File: config.mk
export PLATFORM = sky130hd
export DESIGN_NAME = flag_cond_unit
export DESIGN_NICKNAME = d
export VERILOG_FILES = /design/src/rtl/flag_cond_unit.sv
export SDC_FILE = /design/constraint.sdc
export NUM_CORES = 1
export LEC_CHECK = 0
export ABC_AREA = 1
export CORE_UTILIZATION = 35
export DETAILED_ROUTE_END_ITERATION = 10
export PLACE_DENSITY = 0.77
export SYNTH_ARGS = -nofsm -noshare
export SYNTH_HDL_FRONTEND = slang
export SYNTH_SLANG_ARGS = --single-unit
File: constraint.sdc
create_clock -name clk -period 1.93 [get_ports clk]
set_input_delay 0.2895 -clock clk [delete_from_list [all_inputs] [get_ports clk]]
set_output_delay 0.2895 -clock clk [all_outputs]
set_load 0.01 [all_outputs]
File: src/rtl/flag_cond_unit.sv
// Branch-condition evaluator on the read side of the 6-bit flags register.
// Optional macro FLAG_COND_STATS_EN adds saturating taken/not-taken counters.
module flag_cond_unit #(
    parameter int ADDR_W = 8,
    parameter int CNT_W  = 16
) (
    input  logic              clk,
    input  logic              rst,
    input  logic [5:0]        flags,
    input  logic              flags_wr,
    input  logic              req,
    input  logic [3:0]        cond,
    input  logic [ADDR_W-1:0] target,
    output logic              ack,
    output logic              taken,
    output logic              pc_load,
    output logic [ADDR_W-1:0] pc_addr,
`ifdef FLAG_COND_STATS_EN
    output logic [CNT_W-1:0]  taken_cnt,
    output logic [CNT_W-1:0]  nottaken_cnt,
`endif
    output logic              busy
);

    typedef enum logic [1:0] {IDLE, WAIT, EVAL} state_t;

    state_t     state, state_n;
    logic [3:0] cond_q;
    logic       accept;
    logic       result;

    // Flag bit U carries no condition; it is deliberately left unobserved.
    logic unused_flag_u;
    assign unused_flag_u = flags[5];

    function automatic logic cond_hit(input logic [3:0] c, input logic [5:0] f);
        logic z, cy, n, v, p;
        z  = f[0];
        cy = f[1];
        n  = f[2];
        v  = f[3];
        p  = f[4];
        case (c)
            4'd0:    cond_hit = 1'b1;
            4'd1:    cond_hit = 1'b0;
            4'd2:    cond_hit = z;
            4'd3:    cond_hit = ~z;
            4'd4:    cond_hit = cy;
            4'd5:    cond_hit = ~cy;
            4'd6:    cond_hit = n;
            4'd7:    cond_hit = ~n;
            4'd8:    cond_hit = v;
            4'd9:    cond_hit = ~v;
            4'd10:   cond_hit = cy & ~z;
            4'd11:   cond_hit = ~cy | z;
            4'd12:   cond_hit = (n == v);
            4'd13:   cond_hit = (n != v);
            4'd14:   cond_hit = ~z & (n == v);
            default: cond_hit = p;
        endcase
    endfunction

    assign result = cond_hit(cond_q, flags);
    assign busy   = (state == WAIT) || (state == EVAL);

    // A request still high during the ack cycle must not be re-accepted.
    always_comb begin
        state_n = state;
        accept  = 1'b0;
        case (state)
            IDLE: begin
                if (req && !ack) begin
                    accept  = 1'b1;
                    state_n = flags_wr ? WAIT : EVAL;
                end
            end
            WAIT: begin
                if (!flags_wr) begin
                    state_n = EVAL;
                end
            end
            EVAL:    state_n = IDLE;
            default: state_n = IDLE;
        endcase
    end

    always_ff @(posedge clk) begin
        if (rst) begin
            state   <= IDLE;
            cond_q  <= '0;
            pc_addr <= '0;
            ack     <= 1'b0;
            taken   <= 1'b0;
            pc_load <= 1'b0;
        end else begin
            state   <= state_n;
            ack     <= 1'b0;
            pc_load <= 1'b0;
            if (accept) begin
                cond_q  <= cond;
                pc_addr <= target;
            end
            if (state == EVAL) begin
                ack     <= 1'b1;
                taken   <= result;
                pc_load <= result;
            end
        end
    end

`ifdef FLAG_COND_STATS_EN
    // Exactly one counter advances per evaluation, and neither wraps.
    always_ff @(posedge clk) begin
        if (rst) begin
            taken_cnt    <= '0;
            nottaken_cnt <= '0;
        end else if (state == EVAL) begin
            if (result) begin
                if (taken_cnt != '1) taken_cnt <= taken_cnt + 1'b1;
            end else begin
                if (nottaken_cnt != '1) nottaken_cnt <= nottaken_cnt + 1'b1;
            end
        end
    end
`else
    localparam int unused_cnt_w = CNT_W;
`endif

endmodule

# Word-level counts from Yosys, hierarchy flattened
# Cells that the tools add are included.
# Widths: inputs -> output; s select.
# classes
add_sub_neg,0
mul,0
div,0
magnitude_cmp,0
n_eq_ne,20
shift,0
n_mux,8
bitwise_logic,8
reduce_logical,7
# ops
cell,count
$eq 4x4->1 const B,7
$eq 4x3->1 const B,4
$pmux 1 s15,1
$eq 4x2->1 const B,2
$mux 2,3
$not 1->1,5
$eq 4x1->1 const B,1
$logic_not 4->1,1
$ne 2x2->1 const B,2
$pmux 2 s2,1
$mux 1,3
$and 1x1->1,2
$eq 2x1->1 const B,1
$eq 2x2->1 const B,1
$logic_not 2->1,1
$reduce_and 2->1,1
$reduce_or 2->1,1
$eq 1x1->1,1
$logic_and 1x1->1,1
$logic_not 1->1,1
$logic_or 1x1->1,1
$ne 1x1->1,1
$or 1x1->1,1
# totals
regBits,17
latch_bits,0
ram_bits,0
rom_bits,0
out_inout_bits,12
word_cells,49
memories,0

# Depth between registers and ports, before layout
# Gate-level depths: netlist of run 1.
# logic_depth
depth_word,4
depth_mapped,10
mapped_depth_nobuf,10

# Worst setup path before layout of run 1
# Ideal clock, no wire load.
# synth_path
path_kind,reg2reg
start,register state[0]
end,register pc_addr[0]
setup_ns,0.132
arrival_time_ns,1.259
required_ns,1.798
path_slack_ns,0.538
path_stages_with_launch,9
n_path_buf,1
synth_period_minus_slack_ns,1.392
cell_sequence,dfxtp_1 > inv_1 > ha_1 > inv_2 > nor3_4 > inv_2 > buf_6 > nand2_1 > a21oi_1
# synth_via
elab_chain_len,2
# synth_lines
item,line,text
"start, declared",27,"state_t state, state_n;"
"start signal, assigned",96,state <= state_n;
$logic_not 2->1,70,case (state)
$mux 1,70,
"end signal, assigned",101,pc_addr <= target;
"end, declared",17,"output logic [ADDR_W-1:0] pc_addr,"
# Every way passes these cells.
# A chain may end at the register's enable or synchronous reset.

# Worst setup path in the final report of run 1
# layout_path
start,register state[0]
end,output port busy
# layout_via
elab_chain_len,2
elab_cells_between_ends,3
classes_between,eq/ne (2); reduce/logical (1)
# layout_lines
item,line,text
$eq 2x1->1 or $eq 2x2->1 (tied branches),64,assign busy = (state == WAIT) || (state == EVAL);
$logic_or 1x1->1 (*),64,
"end, declared",22,output logic busy
# Mark *: on every way between the ends. The rest lies on a longest branch, timed or not.

==> impl_metrics.csv, run 1 <==
group,metric,value,unit
power,power.density,665,nW/um^2
logic_synthesis,synthFlopType,"dfxtp_1",
grt,grt_use_total,17.4,%
worst_setup_path,start_kind,"register",
grt,grt_pass1_wl,3610,um
floorplanning,dieHeight,53.0,um
detailed_routing,drc,0,
logic_synthesis,synth_area_leader_cell,"dfxtp_1",
clock_network,cts_root_buf,"clkbuf_4",
logic_synthesis,yosysWarnings,0,
worst_setup_path,arrival,1.57,ns
worst_setup_path,crit_end,"busy",
logic_synthesis,synth_edf_count,0,
timing,setup-violations-final,0,
detailed_routing,ant_nets,0,
finish,area_growth,42.2,%
power,intPower,593,uW
worst_setup_path,cp_num_cells,3,
grt,first_global_vias,893,
grt,grt_max_degree,17,
outcome,status,"complete, no violations",
power,ir_drop,470,uV
clock_network,path_clk_slew,0.10,ns
detailed_routing,num_vias,936,
finish,fillerInstances,251,
floorplanning,initial_core_util,36.7,%
timing,worst_pin_slew,0.287,ns
power,switching_power,267,uW
power,leakage,0.000587,uW
worst_setup_path,crit-reg2reg-launch,"state[0]$_SDFFE_PP0P_",
job,cap_viol_max_count,0,
detailed_routing,drt_iter0_markers,12,
worst_setup_path,path_delay_family,"buffers and inverters",
detailed_routing,drt-vias-per-instance,4.61,
clock_network,hold_buffers,0,
worst_setup_path,required,1.64,ns
detailed_routing,first_pass_iters,6,
worst_setup_path,critPathKind,"reg2out",
timing,rsz0062_at_grt,"no",
timing,fin_crit,1.86,ns
worst_setup_path,reg2reg_depth,7,
power,p_clk_share,22.2,%
clock_network,clkSinkCount,17,
grt,antenna_found_initial,0,
logic_synthesis,syn_area,910,sq um
placed_design,dp_hpwl,1620,um
timing,setup_ws,0.0741,ns
floorplanning,rows,18,
timing,max_slew_margin,80.9,%
timing,hold_violations,0,
timing,fin_worst_skew,0.00298,ns
worst_setup_path,slowest_stage,"clkdlybuf4s50_1",
hold_path,hold_start,"pc_addr[7]$_SDFFE_PP0P_",
timing,drv_slew,0,
clock_network,clk_path_buf_depth,2,
detailed_routing,routed_wl,2110,um
worst_setup_path,path_buf_inv,2,
grt,grt.overflow.total,0,
logic_synthesis,seq_area_frac_synth,37.4,%
logic_synthesis,ys_types,16,
floorplanning,num_io_pins,34,
hold_path,holdCritPathClass,"reg2reg",
hold_path,whs_path_depth,2,
clock_network,h-tree-depth,1,
logic_synthesis,synthTopCellsByArea,"dfxtp_1 (37%), nand2_1 (19%), inv_1 (7.4%)",
finish,diodes,0,
worst_setup_path,slowest_delay,0.54,ns
detailed_routing,wl_per_cell,10.4,um
logic_synthesis,synth_top_cell_area_share,37.4,%
logic_synthesis,ys_seq_elements,17,
worst_setup_path,worst_setup_path_end_kind,"output pin",
finish,nets,199,
logic_synthesis,async_reset_ff_share,0,%
power,pwr-share-seq,47.2,%
clock_network,cts_buffers,3,
timing,timing.fmax,539,MHz
logic_synthesis,synth.net_count,162,
clock_network,cts_tree,"yes",
placed_design,globalplace.congestion,0.783,
worst_setup_path,crit_start,"state[0]$_SDFFE_PP0P_",
placed_design,pre_cts_slack,0.355,ns
worst_setup_path,reg2reg_to,"cond_q[3]$_SDFFE_PP0P_",
floorplanning,fp.dieW,53.0,um
finish,drive_gt1_share,7.51,%
clock_network,cts_resized,0,
timing,tns,0,ns
worst_setup_path,reg2reg_setup_slack,0.54,ns
power,netSwitchingFraction,31.1,%
power,pwr-share-comb,30.6,%
worst_setup_path,path_max_fanout,3,
clock_network,cts_setup_buffers,0,
floorplanning,core,2480,sq um
logic_synthesis,syn_avg_cell_area,6.64,sq um
worst_setup_path,path_cells,"inv_1 -> ha_1 -> clkdlybuf4s50_1",
clock_network,clock_latency,0.29,ns
timing,hold_ws,0.472,ns
floorplanning,die_area,2810,sq um
placed_design,io_buffers,32,
timing,period_share,96.2,%
logic_synthesis,synth_cells,137,
-- cell usage in the layout (no fill, tap or decap) --
cell type / instances
nand2_1: 46
clkdlybuf4s50_1: 32
inv_1: 18
nor2_1: 18
dfxtp_1: 17
a21oi_1: 11
nand3_1: 7
o21ai_0: 4
a211oi_2: 4
inv_2: 3
ha_1: 3
clkbuf_4: 3
buf_4: 2
nand4_1: 1
nand3b_1: 1
nor3_4: 1
o211ai_1: 1
clkbuf_1: 1
-- flip-flops by register name (all words and copies together) (netlist names) --
name and count:
pc_load 1, state 2, pc_addr 8, taken 1, ack 1, cond_q 4
-- routing by layer --
| metal | track usage, % | part of all wire, % |
|---|---|---|
| met1 | 21.5 | 45 |
| met2 | 29.3 | 48 |
| met3 | 2.87 | 5.1 |
| met4 | 7.89 | 2.0 |
| met5 | 0 | 0 |
-- power groups by stage --
stage | combinational, uW | sequential [uW] | clock [uW]
2_1_floorplan | 141 | 420 | 0
3_3_place_gp | 257 | 413 | 0
3_5_place_dp | 263 | 414 | 0
4_1_cts | 266 | 406 | 197
5_1_grt | 297 | 412 | 206
6_report | 263 | 406 | 191
-- logic make-up (layout without fill, tap and decap cells) --
kind of cell             count (synthesis)  in the layout  share of synthesized area (%)
AND/OR/NAND/NOR                         74             74                           33.6
buffers and inverters                   23             59                           10.3
AO/OA/AOI/OAI                           20             20                           14.6
flip-flops                              17             17                           37.4
adder cells (fa/ha/maj)                  3              3                           4.13
-- worst min-delay path by stage --
stage	end
finish	pc_addr[7]$_SDFFE_PP0P_
global route	pc_addr[4]$_SDFFE_PP0P_
CTS	pc_addr[3]$_SDFFE_PP0P_
detailed placement	pc_addr[3]$_SDFFE_PP0P_
global placement	pc_addr[0]$_SDFFE_PP0P_
floorplan	cond_q[0]$_SDFFE_PP0P_
-- cells in the mapped netlist (3+ instances only) --
cell and count:
inv_2 3, a211oi_2 4, nor2_1 18, nand3_1 7, inv_1 18, nand2_1 46, a21oi_1 11, dfxtp_1 17
o21ai_0 4, ha_1 3
-- worst min-delay path: stages (launching register included) --
cell and delay, ns:
dfxtp_1 0.32, nand2_1 0.06, a21oi_1 0.05
-- per-stage QoR --
step | cell area, sq um | cells | power [uW] | util [%]
after floorplan | 910 | 137 | 561 | -
after global placement | 1270 | 199 | 670 | 51.2
after detailed placement | 1270 | 199 | 677 | 51.2
after CTS | 1290 | 203 | 869 | 52.2
after global routing | 1290 | 203 | 915 | 52.2
final | 1290 | 203 | 860 | 52.2
-- layout make-up --
type | count | area, sq um | area share [%]
well taps | 30 | 37.5 | 2.90
flip-flops and latches | 17 | 340 | 26.3
multi-input cells | 97 | 475 | 36.8
repair buffers | 34 | 335 | 25.9
clock buffers | 4 | 26.3 | 2.03
inverters | 21 | 78.8 | 6.09
Note: power is estimated with default switching activity, not from simulation.
==> inputs of run 2 (changes only) <==
==> constraint.sdc (replaced) <==
create_clock -name clk -period 1.93 [get_ports clk]
set_input_delay 0.386 -clock clk [delete_from_list [all_inputs] [get_ports clk]]
set_output_delay 0.386 -clock clk [all_outputs]
set_load 0.01 [all_outputs]
==> run 2 against run 1 <==
  * Utilization unchanged
  * Worst hold slack got worse by 0.0036 ns
  * Critical path type unchanged
  * Non-clock buffer count unchanged
  * Largest cell class unchanged
  * Sequential power about the same
==> impl_metrics.csv, run 2 (synthesis gave the netlist of run 1 again) <==
group,metric,value,unit
outcome,status,"complete, no violations",
finish,final_common_cell,"nand2_1",
clock_network,path_clk_slew,0.10,ns
finish,largestRegisters,"pc_addr: 8 flops, cond_q: 4 flops, state: 2 flops",
timing,fin_crit,1.70,ns
worst_setup_path,path_cells,"inv_1 -> ha_1 -> dlygate4sd2_1",
timing,hold_violations,0,
timing,max_slew_margin,81.5,%
finish,fin_cells,203,
timing,worst_pin_slew,0.277,ns
detailed_routing,drt-vias-per-instance,4.61,
worst_setup_path,slowest_delay,0.38,ns
placed_design,globalplace.congestion,0.783,
clock_network,cts_buffers,3,
floorplanning,initial_core_util,36.7,%
finish,top_register,"pc_addr",
clock_network,cts_setup_buffers,0,
finish,area_growth,42.2,%
floorplanning,dieHeight,53.0,um
detailed_routing,drt_iter0_markers,10,
detailed_routing,first_pass_iters,4,
clock_network,cts_resized,1,
clock_network,cts_tree,"yes",
grt,grt.overflow.total,0,
detailed_routing,drc,0,
finish,multi_input_area,475,sq um
clock_network,cts_root_buf,"clkbuf_4",
detailed_routing,routed_wl,2030,um
finish,diodes,0,
clock_network,h-tree-depth,1,
worst_setup_path,slowest_stage,"dfxtp_1",
worst_setup_path,required,1.54,ns
grt,grt_max_degree,17,
grt,antenna_found_initial,0,
finish,drive_gt1_share,8.09,%
grt,grt_use_total,16.7,%
worst_setup_path,path_buf_inv,2,
finish,largest_reg_flops,8,
timing,timing.fmax,587,MHz
detailed_routing,num_vias,936,
timing,hold_ws,0.468,ns
timing,setup_ws,0.226,ns
floorplanning,fp.dieW,53.0,um
floorplanning,die_area,2810,sq um
timing,drv_slew,0,
clock_network,hold_buffers,0,
worst_setup_path,path_max_fanout,3,
floorplanning,core,2480,sq um
worst_setup_path,reg2reg_setup_slack,0.56,ns
worst_setup_path,worst_setup_path_end_kind,"output pin",
power,power.density,659,nW/um^2
grt,first_global_vias,876,
timing,setup-violations-final,0,
detailed_routing,ant_nets,0,
clock_network,clk_path_buf_depth,2,
grt,grt_pass1_wl,3500,um
placed_design,placed_area,1270,sq um
worst_setup_path,arrival,1.32,ns
worst_setup_path,critPathKind,"reg2out",
clock_network,clkSinkCount,17,
placed_design,io_buffers,32,
finish,seqCellArea,340,sq um
hold_path,holdCritPathClass,"reg2reg",
power,leakage,0.000594,uW
timing,fin_worst_skew,0.00436,ns
finish,final_cell_mix,"nand2_1 (46), clkdlybuf4s50_1 (31), inv_1 (18), nor2_1 (18), dfxtp_1 (17)",
worst_setup_path,start_kind,"register",
floorplanning,rows,18,
clock_network,clock_latency,0.28,ns
placed_design,dp_hpwl,1610,um
power,ir_drop,538,uV
finish,stdcell_area,1290,sq um
finish,nets,199,
floorplanning,num_io_pins,34,
worst_setup_path,path_delay_family,"flip-flops",
placed_design,dp.cells,199,
finish,fillerInstances,261,
placed_design,pre_cts_slack,0.247,ns
timing,period_share,88.3,%
timing,tns,0,ns
timing,rsz0062_at_grt,"no",
detailed_routing,wl_per_cell,10.0,um
job,cap_viol_max_count,0,
run 2: cell count changes in the layout (fill, tap and decap cells not counted):
cell and delta:
dlygate4sd2_1 +1, clkdlybuf4s50_1 -1, clkbuf_1 -1, clkinv_2 +1
run 2: cell type report:
class                           count  share of cell area (%)
Multi-Input combinational cell     97                    36.8
Sequential cell                    17                    26.3
Clock inverter                      1                   0.387
Tap cell                           30                    2.90
Timing Repair Buffer               34                    25.8
Clock buffer                        3                    1.74
Inverter                           21                    6.09
run 2: routing by layer:
metal  share of wire, %  vias up  global-route usage (%)
met5                  0        -                       0
met4               0.59        0                    3.95
met3                6.8        2                    5.46
met2                 48       23                    27.2
met1                 45      414                    21.1
li1                   -      497                       -
run 2: final timing paths:
check                          start                      end  cells past startpoint
min reg2reg  pc_addr[3]$_SDFFE_PP0P_  pc_addr[3]$_SDFFE_PP0P_                      2
max            state[0]$_SDFFE_PP0P_                     busy                      3
min          pc_addr[3]$_SDFFE_PP0P_  pc_addr[3]$_SDFFE_PP0P_                      2
max reg2reg    state[0]$_SDFFE_PP0P_   cond_q[3]$_SDFFE_PP0P_                      7
run 2: stage by stage:
stage	utilization [%]	power [uW]
finish	52.2	853
global route	52.2	916
CTS	52.2	864
detailed placement	51.2	676
global placement	51.2	670
floorplan	-	561
run 2: report_power, final:
part / internal, uW / total, uW / switching (uW) / leakage [uW]
logic: 128 / 257 / 130 / 0.000436
registers: 382 / 406 / 24.1 / 0.000140
clock network: 76.9 / 189 / 112 / 0.0000177
run 2: worst min-delay path, stage by stage, from the launching register on:
cell and delay (ns):
dfxtp_1 0.32, nand2_1 0.06, a21oi_1 0.05
==> inputs of run 3 (changes only) <==
--- a/config.mk
+++ b/config.mk
@@ -9,6 +9,7 @@
 export CORE_UTILIZATION = 35
 export DETAILED_ROUTE_END_ITERATION = 10
 export PLACE_DENSITY = 0.77
+export REMOVE_ABC_BUFFERS = 1
 export SYNTH_ARGS = -nofsm -noshare
 export SYNTH_HDL_FRONTEND = slang
 export SYNTH_SLANG_ARGS = --single-unit
==> run 3 against run 2 <==
  * Non-clock buffer count unchanged
  * Sequential power about the same
  * Clock skew down 0.00060 ns
  * Power up 0.27%
  * Count of clock-buffer cells in the layout up 1
  * Clock power about the same
  * Largest cell class unchanged
  * Worst setup slack better by 0.0020 ns
==> impl_metrics.csv, run 3 (synthesis gave the netlist of run 1 again) <==
group,metric,value,unit
outcome,status,"complete, no violations",
floorplanning,initial_core_util,36.7,%
finish,fillerInstances,264,
timing,hold_ws,0.470,ns
floorplanning,dieHeight,53.0,um
detailed_routing,drt_iter0_markers,21,
clock_network,cts_root_buf,"clkbuf_4",
floorplanning,core,2480,sq um
worst_setup_path,start_kind,"register",
detailed_routing,drt-vias-per-instance,4.81,
detailed_routing,drc,0,
grt,antenna_found_initial,0,
worst_setup_path,slowest_delay,0.38,ns
timing,fin_crit,1.70,ns
clock_network,h-tree-depth,1,
worst_setup_path,worst_setup_path_end_kind,"output pin",
clock_network,clkSinkCount,17,
hold_path,holdCritPathClass,"reg2reg",
finish,top_register,"pc_addr",
grt,grt_use_total,15.9,%
finish,diodes,0,
worst_setup_path,required,1.54,ns
power,power.density,661,nW/um^2
placed_design,globalplace.congestion,0.794,
placed_design,placed_area,1270,sq um
finish,area_growth,42.2,%
finish,stdcell_area,1290,sq um
detailed_routing,ant_nets,0,
finish,largest_reg_flops,8,
finish,drive_gt1_share,8.09,%
worst_setup_path,slowest_stage,"dfxtp_1",
grt,grt.overflow.total,0,
power,leakage,0.000591,uW
detailed_routing,num_vias,976,
timing,tns,0,ns
placed_design,dp_hpwl,1610,um
finish,final_common_cell,"nand2_1",
floorplanning,fp.dieW,53.0,um
finish,largestRegisters,"pc_addr: 8 flops, cond_q: 4 flops, state: 2 flops",
timing,fin_worst_skew,0.00377,ns
worst_setup_path,path_buf_inv,2,
clock_network,cts_tree,"yes",
finish,nets,199,
worst_setup_path,arrival,1.32,ns
detailed_routing,routed_wl,2060,um
timing,hold_violations,0,
clock_network,clk_path_buf_depth,2,
worst_setup_path,critPathKind,"reg2out",
clock_network,path_clk_slew,0.10,ns
timing,timing.fmax,588,MHz
worst_setup_path,path_cells,"inv_1 -> ha_1 -> dlygate4sd2_1",
floorplanning,die_area,2810,sq um
job,cap_viol_max_count,0,
worst_setup_path,path_delay_family,"flip-flops",
floorplanning,rows,18,
placed_design,io_buffers,32,
timing,period_share,88.2,%
finish,final_cell_mix,"nand2_1 (46), clkdlybuf4s50_1 (31), inv_1 (18), nor2_1 (18), dfxtp_1 (16)",
clock_network,cts_buffers,3,
timing,worst_pin_slew,0.272,ns
finish,utilization,52.2,%
timing,setup-violations-final,0,
clock_network,clock_latency,0.29,ns
grt,grt_pass1_wl,3370,um
floorplanning,num_io_pins,34,
grt,first_global_vias,877,
timing,max_slew_margin,81.7,%
grt,grt_max_degree,17,
timing,drv_slew,0,
worst_setup_path,path_max_fanout,3,
clock_network,hold_buffers,0,
detailed_routing,first_pass_iters,4,
power,ir_drop,496,uV
detailed_routing,wl_per_cell,10.2,um
timing,rsz0062_at_grt,"no",
## run 3: cell types whose count changed in the layout (fill, tap and decap cells not counted)
cell,change
dfxtp_2,+1
clkinv_2,-1
dfxtp_1,-1
clkbuf_1,+1
## run 3: area by class of cell
type | instances | area (sq um) | share of cell area (%)
tap | 30 | 37.5 | 2.90
inverter | 21 | 78.8 | 6.09
timing repair buffer | 34 | 334 | 25.8
clock buffer | 4 | 26.3 | 2.03
multi-input combinational | 97 | 475 | 36.8
sequential | 17 | 342 | 26.4
## run 3: path summary, 6_finish.rpt
kind,to,start,cells after the start,slack [ns]
min,pc_addr[5]$_SDFFE_PP0P_,pc_addr[5]$_SDFFE_PP0P_,2,0.47
min reg2reg,pc_addr[5]$_SDFFE_PP0P_,pc_addr[5]$_SDFFE_PP0P_,2,0.47
max,busy,state[0]$_SDFFE_PP0P_,3,0.23
max reg2reg,cond_q[1]$_SDFFE_PP0P_,state[1]$_SDFFE_PP0P_,7,0.58
## run 3: timing repair
item,in CTS,in global routing
buffers inserted,0,0
endpoints found under the setup margin,1,0
gates resized for setup,2,0
## run 3: worst register-to-register path, cell delays in order, from the launching register on
cell      delay [ns]
dfxtp_2         0.35
inv_1           0.08
ha_1            0.20
inv_2           0.06
nor3_4          0.18
inv_2           0.16
nor2_1          0.17
a211oi_2        0.04
## run 3: power by group
group	internal (uW)	switching (uW)	total, uW	leakage (uW)
sequential	382	25.0	407	0.000140
combinational	128	130	258	0.000436
clock	80.3	109	190	0.0000150
total	590	265	855	0.000591
## run 3: per-layer routing
metal	routed length (um)	GRT usage, %	share of wire (%)
met5	0	0	0
met4	35	7.02	1.7
met3	127	2.30	6.2
met2	955	27.2	46
met1	946	19.4	46
## run 3: metrics by stage
stage | total power (uW) | worst slack, ns | std cells
finish | 855 | 0.228 | 203
global route | 905 | 0.181 | 203
global placement | 667 | 0.289 | 199
detailed placement | 674 | 0.252 | 199
floorplan | 552 | 0.542 | 135
CTS | 862 | 0.232 | 203
==> RTL edit 1, RTL diff (flow settings as in run 3) <==
The option `FLAG_COND_STATS_EN` is turned on by a define.
--- a/src/rtl/flag_cond_unit.sv
+++ b/src/rtl/flag_cond_unit.sv
@@ -2,2 +2,4 @@
 // Optional macro FLAG_COND_STATS_EN adds saturating taken/not-taken counters.
+`define FLAG_COND_STATS_EN
+
 module flag_cond_unit #(
Behaviour (old outputs only; new: nottaken_cnt and taken_cnt): unchanged (Yosys induction, for registers that start in step).
==> RTL edit 1 against run 3 <==
  * Total power increased to 2.7 times the old value
  * Register-to-register slack got worse by 0.44 ns
  * Sequential cell count increased by 32
  * Clock skew increased by 0.0070 ns
  * Maximum frequency decreased by 7.5%
  * Setup slack got worse by 0.14 ns
  * Wire length increased to 3.9 times the old value
  * Final area increased to 3.1 times the old value
  * Area after synthesis increased to 3.3 times the old value
  * Critical endpoint is now nottaken_cnt[6]
  * Largest cell class unchanged
==> RTL edit 1: results (changes against run 3) <==
| Metric | Value |
|---|---|
| Status | completed (unchanged) |
| FF-to-FF Start | taken_cnt[0] (was state[1]) |
| Clk_lat worst skew | 0.31 ns (was 0.29 ns) |
| Cell Area, Placed | 0.003859 mm² (was 0.001267 mm²) |
| Routability congestion estimate | 0.8880 (was 0.7936) |
| Buffer levels on the longest clock path | 2 (unchanged) |
| VDD IR max | 0.0002944 V (was 0.0004962 V) |
| Worst reg2reg path depth | 7 (unchanged) |
| Routed WL | 8.017 mm (was 2.064 mm) |
| Top FF cell, synth | dfxtp_1 (unchanged) |
| Placed insts | 605 (was 199) |
| Leakage | 1.589 nW (was 0.5912 nW) |
| Routed vias/inst | 5.109 (was 4.808) |
| Clock-pin slew on the worst setup and hold paths | 0.10 ns (about the same) |
| Net Sw Frac | 32.05% (was 30.95%) |
| Sequential area share after synthesis | 32.60% (was 37.41%) |
| Root Buffer | clkbuf_8 (was clkbuf_4) |
| CTS buffer count | 5 (was 3) |
| Worst-path fanout max | 8 (was 3) |
| Vias in the first global route | 2869 (was 877) |
| Critical path's slowest cell | clkdlybuf4s50_1 (was dfxtp_1) |
| Synth warn | 0 (unchanged) |
| Biggest regs | nottaken_cnt (16), taken_cnt (16), pc_addr (8) (was pc_addr (8), cond_q (4), state (2)) |
| Tightest Pin Transition | 0.5904 ns (was 0.2722 ns) |
| Clk_skew | 0.01077 ns (was 0.003765 ns) |
| Beginning of the critical path | flags[0] (was state[0]) |
| Total GRT Usage | 17.90% (was 15.88%) |
| # nets final | 538 (was 199) |
| Largest net degree at the start of global routing | 19 (was 17) |
| Delay of the slowest critical-path stage | 0.50 ns (was 0.38 ns) |
| Global-route wire length before repair | 12.81 mm (was 3.367 mm) |
| Fill cells | 816 (was 264) |
| Hold Crit Class | reg2reg (unchanged) |
| FF-to-FF End | taken_cnt[1] (was cond_q[1]) |
| Port Buf Inserts | 64 (was 32) |
| Post-synthesis cell type count | 31 (was 16) |
| Worst setup path endpoint | nottaken_cnt[6] (was busy) |
| Post-synthesis async set-or-reset flop share | 0% (unchanged) |
| Ant diodes | 0 (unchanged) |
| DPL Wire Length | 5.721 mm (was 1.607 mm) |
| Starting DRT DRC Count | 157 (was 21) |
| Vias | 3152 (was 976) |
| Count leader, synth | nand2_1 (unchanged) |
| R2R setup slack | 0.14 ns (was 0.58 ns) |
| First-pass iteration count of the detailed router | 4 (unchanged) |
| Area contributors post-synth | dfxtp_1 (33%), nand2_1 (12%), nand4_1 (6.7%) (was dfxtp_1 (37%), nand2_1 (19%), inv_1 (7.4%)) |
| Max H-tree Level | 2 (was 1) |
| Initial antenna violation count | 0 (unchanged) |
| Ratio of cells with drive above 1 in the final layout | 16.60% (was 8.092%) |
| Top cells by count, synth | nand2_1 (94), nor2_1 (51), dfxtp_1 (49), inv_1 (40), nand4_1 (32) (was nand2_1 (46), inv_1 (18), nor2_1 (18), dfxtp_1 (17), a21oi_1 (11)) |
| Gate count of the mapped netlist | 431 (was 137) |
| Crit path arrival time | 2.04 ns (was 1.32 ns) |
[RTL edit 1: worst min-delay path by stage]
stage / startpoint / end / slack (ns) / cells past startpoint
2_1_floorplan: rst / nottaken_cnt[10] / 0.45 / 1
3_3_place_gp: state[1] / state[1] / 0.47 / 2
3_5_place_dp: state[0] / state[0] / 0.48 / 2
4_1_cts: state[0] / state[0] / 0.48 / 2
5_1_grt: state[0] / state[0] / 0.51 / 2
6_report: state[0] / state[0] / 0.49 / 2
[RTL edit 1: area by class of cell]
class / count / area (µm²) / share of cell area [%]
inverter: 43 / 161.4 / 3.978
multi-input combinational: 326 / 1842 / 45.39
clock inverter: 3 / 28.78 / 0.7092
sequential: 49 / 983.4 / 24.24
clock buffer: 5 / 68.82 / 1.696
timing repair buffer: 86 / 842.1 / 20.75
tap: 105 / 131.4 / 3.238
[RTL edit 1: cells by family (layout without fill, tap and decap cells)]
family	after synthesis	after routing	share of synthesized area [%]
flip-flops	49	49	32.60
AND/OR/NAND/NOR	238	241	38.38
adder cells (fa/ha/maj)	5	5	2.079
XOR/XNOR	25	25	7.277
buffers and inverters	59	137	8.440
AO/OA/AOI/OAI	55	55	11.23
[RTL edit 1: power groups by stage]
stage | logic (W) | registers (W) | clock network, W
global route | 0.000620 | 0.00109 | 0.000730
global placement | 0.000499 | 0.00110 | 0
finish | 0.000565 | 0.00108 | 0.000653
CTS | 0.000512 | 0.00108 | 0.000685
floorplan | 0.000258 | 0.00112 | 0
detailed placement | 0.000510 | 0.00110 | 0
[RTL edit 1: metrics by stage]
stage	setup WS, ns	power [W]	setup TNS, ns
after floorplan	0.01759	0.001373	0
after global placement	-0.1828	0.001600	-5.208
after detailed placement	-0.2593	0.001614	-7.588
after CTS	0.001195	0.002279	0
after global routing	-0.003860	0.002437	-0.003942
final	0.09128	0.002300	0
[RTL edit 1: per-layer routing]
metal | GRT usage, % | share of wire (%) | up-vias
met3 | 2.496 | 5.4 | 10
met2 | 31.83 | 50 | 108
met4 | 4.924 | 1.3 | 0
met5 | 0 | 0 | -
met1 | 22.40 | 44 | 1454
li1 | - | - | 1580
[RTL edit 1: what timing repair did]
action | CTS | global route
setup buffers | 0 | 1
endpoints found under the setup margin | 1 | 33
cloned | 0 | 3
gates resized for setup | 2 | 11
pin swaps | 0 | 2
[RTL edit 1: critical path: cells and delay by family]
kind                   cells  cell delay, ns
AO/OA/AOI/OAI              2            0.19
buffers and inverters      3            0.71
AND/OR/NAND/NOR            6            0.74
==> RTL edit 2, RTL diff (settings of run 3) <==
Made on the original files. Encoding of `state_t`: now one-hot (3 bits for 3 states).
--- a/src/rtl/flag_cond_unit.sv
+++ b/src/rtl/flag_cond_unit.sv
@@ -24,3 +24,3 @@
 
-    typedef enum logic [1:0] {IDLE, WAIT, EVAL} state_t;
+    typedef enum logic [2:0] {IDLE = 3'b001, WAIT = 3'b010, EVAL = 3'b100} state_t;
 
Check against the original RTL: same outputs for any inputs over 10 cycles, from zero or initial values and one cycle with rst high; not proved beyond that.
==> RTL edit 2 against run 3 <==
  * Wire length decreased by 3.8%
  * Area after synthesis decreased by 3.2%
  * Final area decreased by 3.4%
  * Final cell count decreased by 0.99%
  * Die area decreased by 3.1%
  * Setup slack improved by 0.14 ns
  * Total power decreased by 3.1%
  * Critical path depth decreased by 2
  * Combinational power decreased by 12%
  * Clock power decreased by 7%
  * Sequential cell count increased by 1
  * Sequential power increased by 4%
  * Synthesized cell count increased by 2.2%
  * Largest cell class unchanged
  * Highest routed layer unchanged
==> RTL edit 2: results (changes against run 3) <==
| Metric | Value |
|---|---|
| Hold Path Origin | taken (was pc_addr[5]) |
| DPL Wire Length | 1.555 mm (was 1.607 mm) |
| Critical path's slowest cell | clkdlybuf4s50_1 (was dfxtp_1) |
| Vias in the first global route | 901 (was 877) |
| CTS buffer count | 3 (unchanged) |
| Worst Hold End | taken (was pc_addr[5]) |
| Post-synthesis async set-or-reset flop share | 0% (unchanged) |
| Hold Crit Class | reg2reg (unchanged) |
| Routed vias/inst | 4.721 (was 4.808) |
| Multi-input gate area | 434.2 µm² (was 475.5 µm²) |
| Clk_skew | 0.005246 ns (was 0.003765 ns) |
| Leakage | 0.6210 nW (was 0.5912 nW) |
| Status | completed (unchanged) |
| Largest net degree at the start of global routing | 19 (was 17) |
| Clk_lat worst skew | 0.28 ns |
| VDD IR max | 0.0005528 V (was 0.0004962 V) |
| Setup WS pre-CTS | 0.1009 ns (was 0.2519 ns) |
| Crit path arrival time | 1.17 ns (was 1.32 ns) |
| Area contributors post-synth | dfxtp_1 (41%), nand2_1 (16%), nor2_1 (13%) (was dfxtp_1 (37%), nand2_1 (19%), inv_1 (7.4%)) |
| Number of synthesized flops with an enable pin | 0 (unchanged) |
| Hold path cells | 2 (unchanged) |
| FF-to-FF Start | state[0] (was state[1]) |
| Cell family with most CP delay | buffers and inverters (was flip-flops) |
| Final hold slack | 0.4798 ns (was 0.4703 ns) |
| # nets final | 197 (was 199) |
| Top FF cell, synth | dfxtp_1 (unchanged) |
| Initial antenna violation count | 0 (unchanged) |
| Total GRT Usage | 16.92% (was 15.88%) |
| Sequential area share after synthesis | 40.91% (was 37.41%) |
| Clock-pin slew on the worst setup and hold paths | 0.10 ns (about the same) |
| Delay of the slowest critical-path stage | 0.54 ns (was 0.38 ns) |
| Max H-tree Level | 1 (unchanged) |
| Post-CTS setup buffers | 0 (unchanged) |
| Worst-path fanout max | 2 (was 3) |
| Top cells by count, synth | nand2_1 (38), nor2_1 (31), dfxtp_1 (18), inv_1 (16), o21ai_0 (9) (was nand2_1 (46), inv_1 (18), nor2_1 (18), dfxtp_1 (17), a21oi_1 (11)) |
| Routability congestion estimate | 0.8128 (was 0.7936) |
| Routed WL | 1.985 mm (was 2.064 mm) |
| Biggest regs | pc_addr (8), cond_q (4), state (3) (was pc_addr (8), cond_q (4), state (2)) |
| Ant diodes | 0 (unchanged) |
| Worst reg2reg path depth | 6 (was 7) |
| Starting DRT DRC Count | 5 (was 21) |
| Synth warn | 0 (unchanged) |
| First-pass iteration count of the detailed router | 4 (unchanged) |
| R2R setup slack | 0.65 ns (was 0.58 ns) |
| Max_slew headroom | 72.99% (was 81.66%) |
| FF-to-FF End | pc_addr[7] (was cond_q[1]) |
| Global-route wire length before repair | 3.443 mm (was 3.367 mm) |
| Cell Area, Placed | 0.001220 mm² (was 0.001267 mm²) |
| Ratio of cells with drive above 1 in the final layout | 6.358% (was 8.092%) |
| Port Buf Inserts | 32 (unchanged) |
| Fill cells | 248 (was 264) |
## RTL edit 2: changes by cell type after synthesis, sizes merged, moves of 3 or more
cell    change
a211oi      -3
a21oi       -6
ha          -3
nand2       -8
nor2       +14
o21ai      +11
## RTL edit 2: final cells by class
class                   instances  area share, %
multi-input cells             100          34.73
inverters                      20          6.006
repair buffers                 32          25.83
well taps                      28          2.803
clock buffers                   3          1.802
flip-flops and latches         18          28.83
## RTL edit 2: cells by family (layout without fill, tap and decap cells)
logic type             Yosys count  after routing  share of synthesized area, %
AO/OA/AOI/OAI                   21             21                         12.22
buffers and inverters           22             55                         10.37
flip-flops                      18             18                         40.91
AND/OR/NAND/NOR                 79             79                         36.51
## RTL edit 2: power breakdown
group | internal [W] | switching, W
Combinational | 0.000112 | 0.000114
Sequential | 0.000403 | 0.0000222
Clock | 0.0000724 | 0.000105
Total | 0.000587 | 0.000242
## RTL edit 2: layer usage
layer / global-route usage, % / up-vias / wire, µm
li1: - / 501 / -
met1: 19.54 / 419 / 901
met2: 29.06 / 27 / 940
met3: 3.216 / 2 / 125
met4: 9.211 / 0 / 17
met5: 0 / - / 0
## RTL edit 2: repair_timing
action,4_1_cts,5_1_grt
gates cloned,0,0
resized for setup,1,1
hold buffers,0,0
setup endpoints to repair,1,1
pin swaps,0,1
hold endpoints to repair,0,0
## RTL edit 2: how the worst max path moves through the flow
stage | slack (ns) | cells past startpoint | startpoint | to
after global placement | 0.15 | 7 | req | pc_addr[0]
after CTS | 0.05 | 5 | state[2] | busy
final | 0.37 | 1 | pc_addr[6] | pc_addr[6]
after detailed placement | 0.10 | 7 | req | pc_addr[4]
after floorplan | 0.79 | 5 | req | cond_q[0]
after global routing | 0.23 | 5 | state[2] | busy
## RTL edit 2: through the flow
stage           power, W  instances
6_report       0.0008284        201
5_1_grt        0.0008875        201
4_1_cts        0.0008359        201
3_5_place_dp   0.0006587        198
3_3_place_gp   0.0006514        198
2_1_floorplan  0.0005513        138
## RTL edit 2: worst register-to-register path, stage by stage, from the launching register on
cell and delay [ns]:
dfxtp_1 0.35, inv_1 0.06, nor2_2 0.11, nand3_2 0.28, inv_2 0.25, nor2_1 0.07, nor2_1 0.10
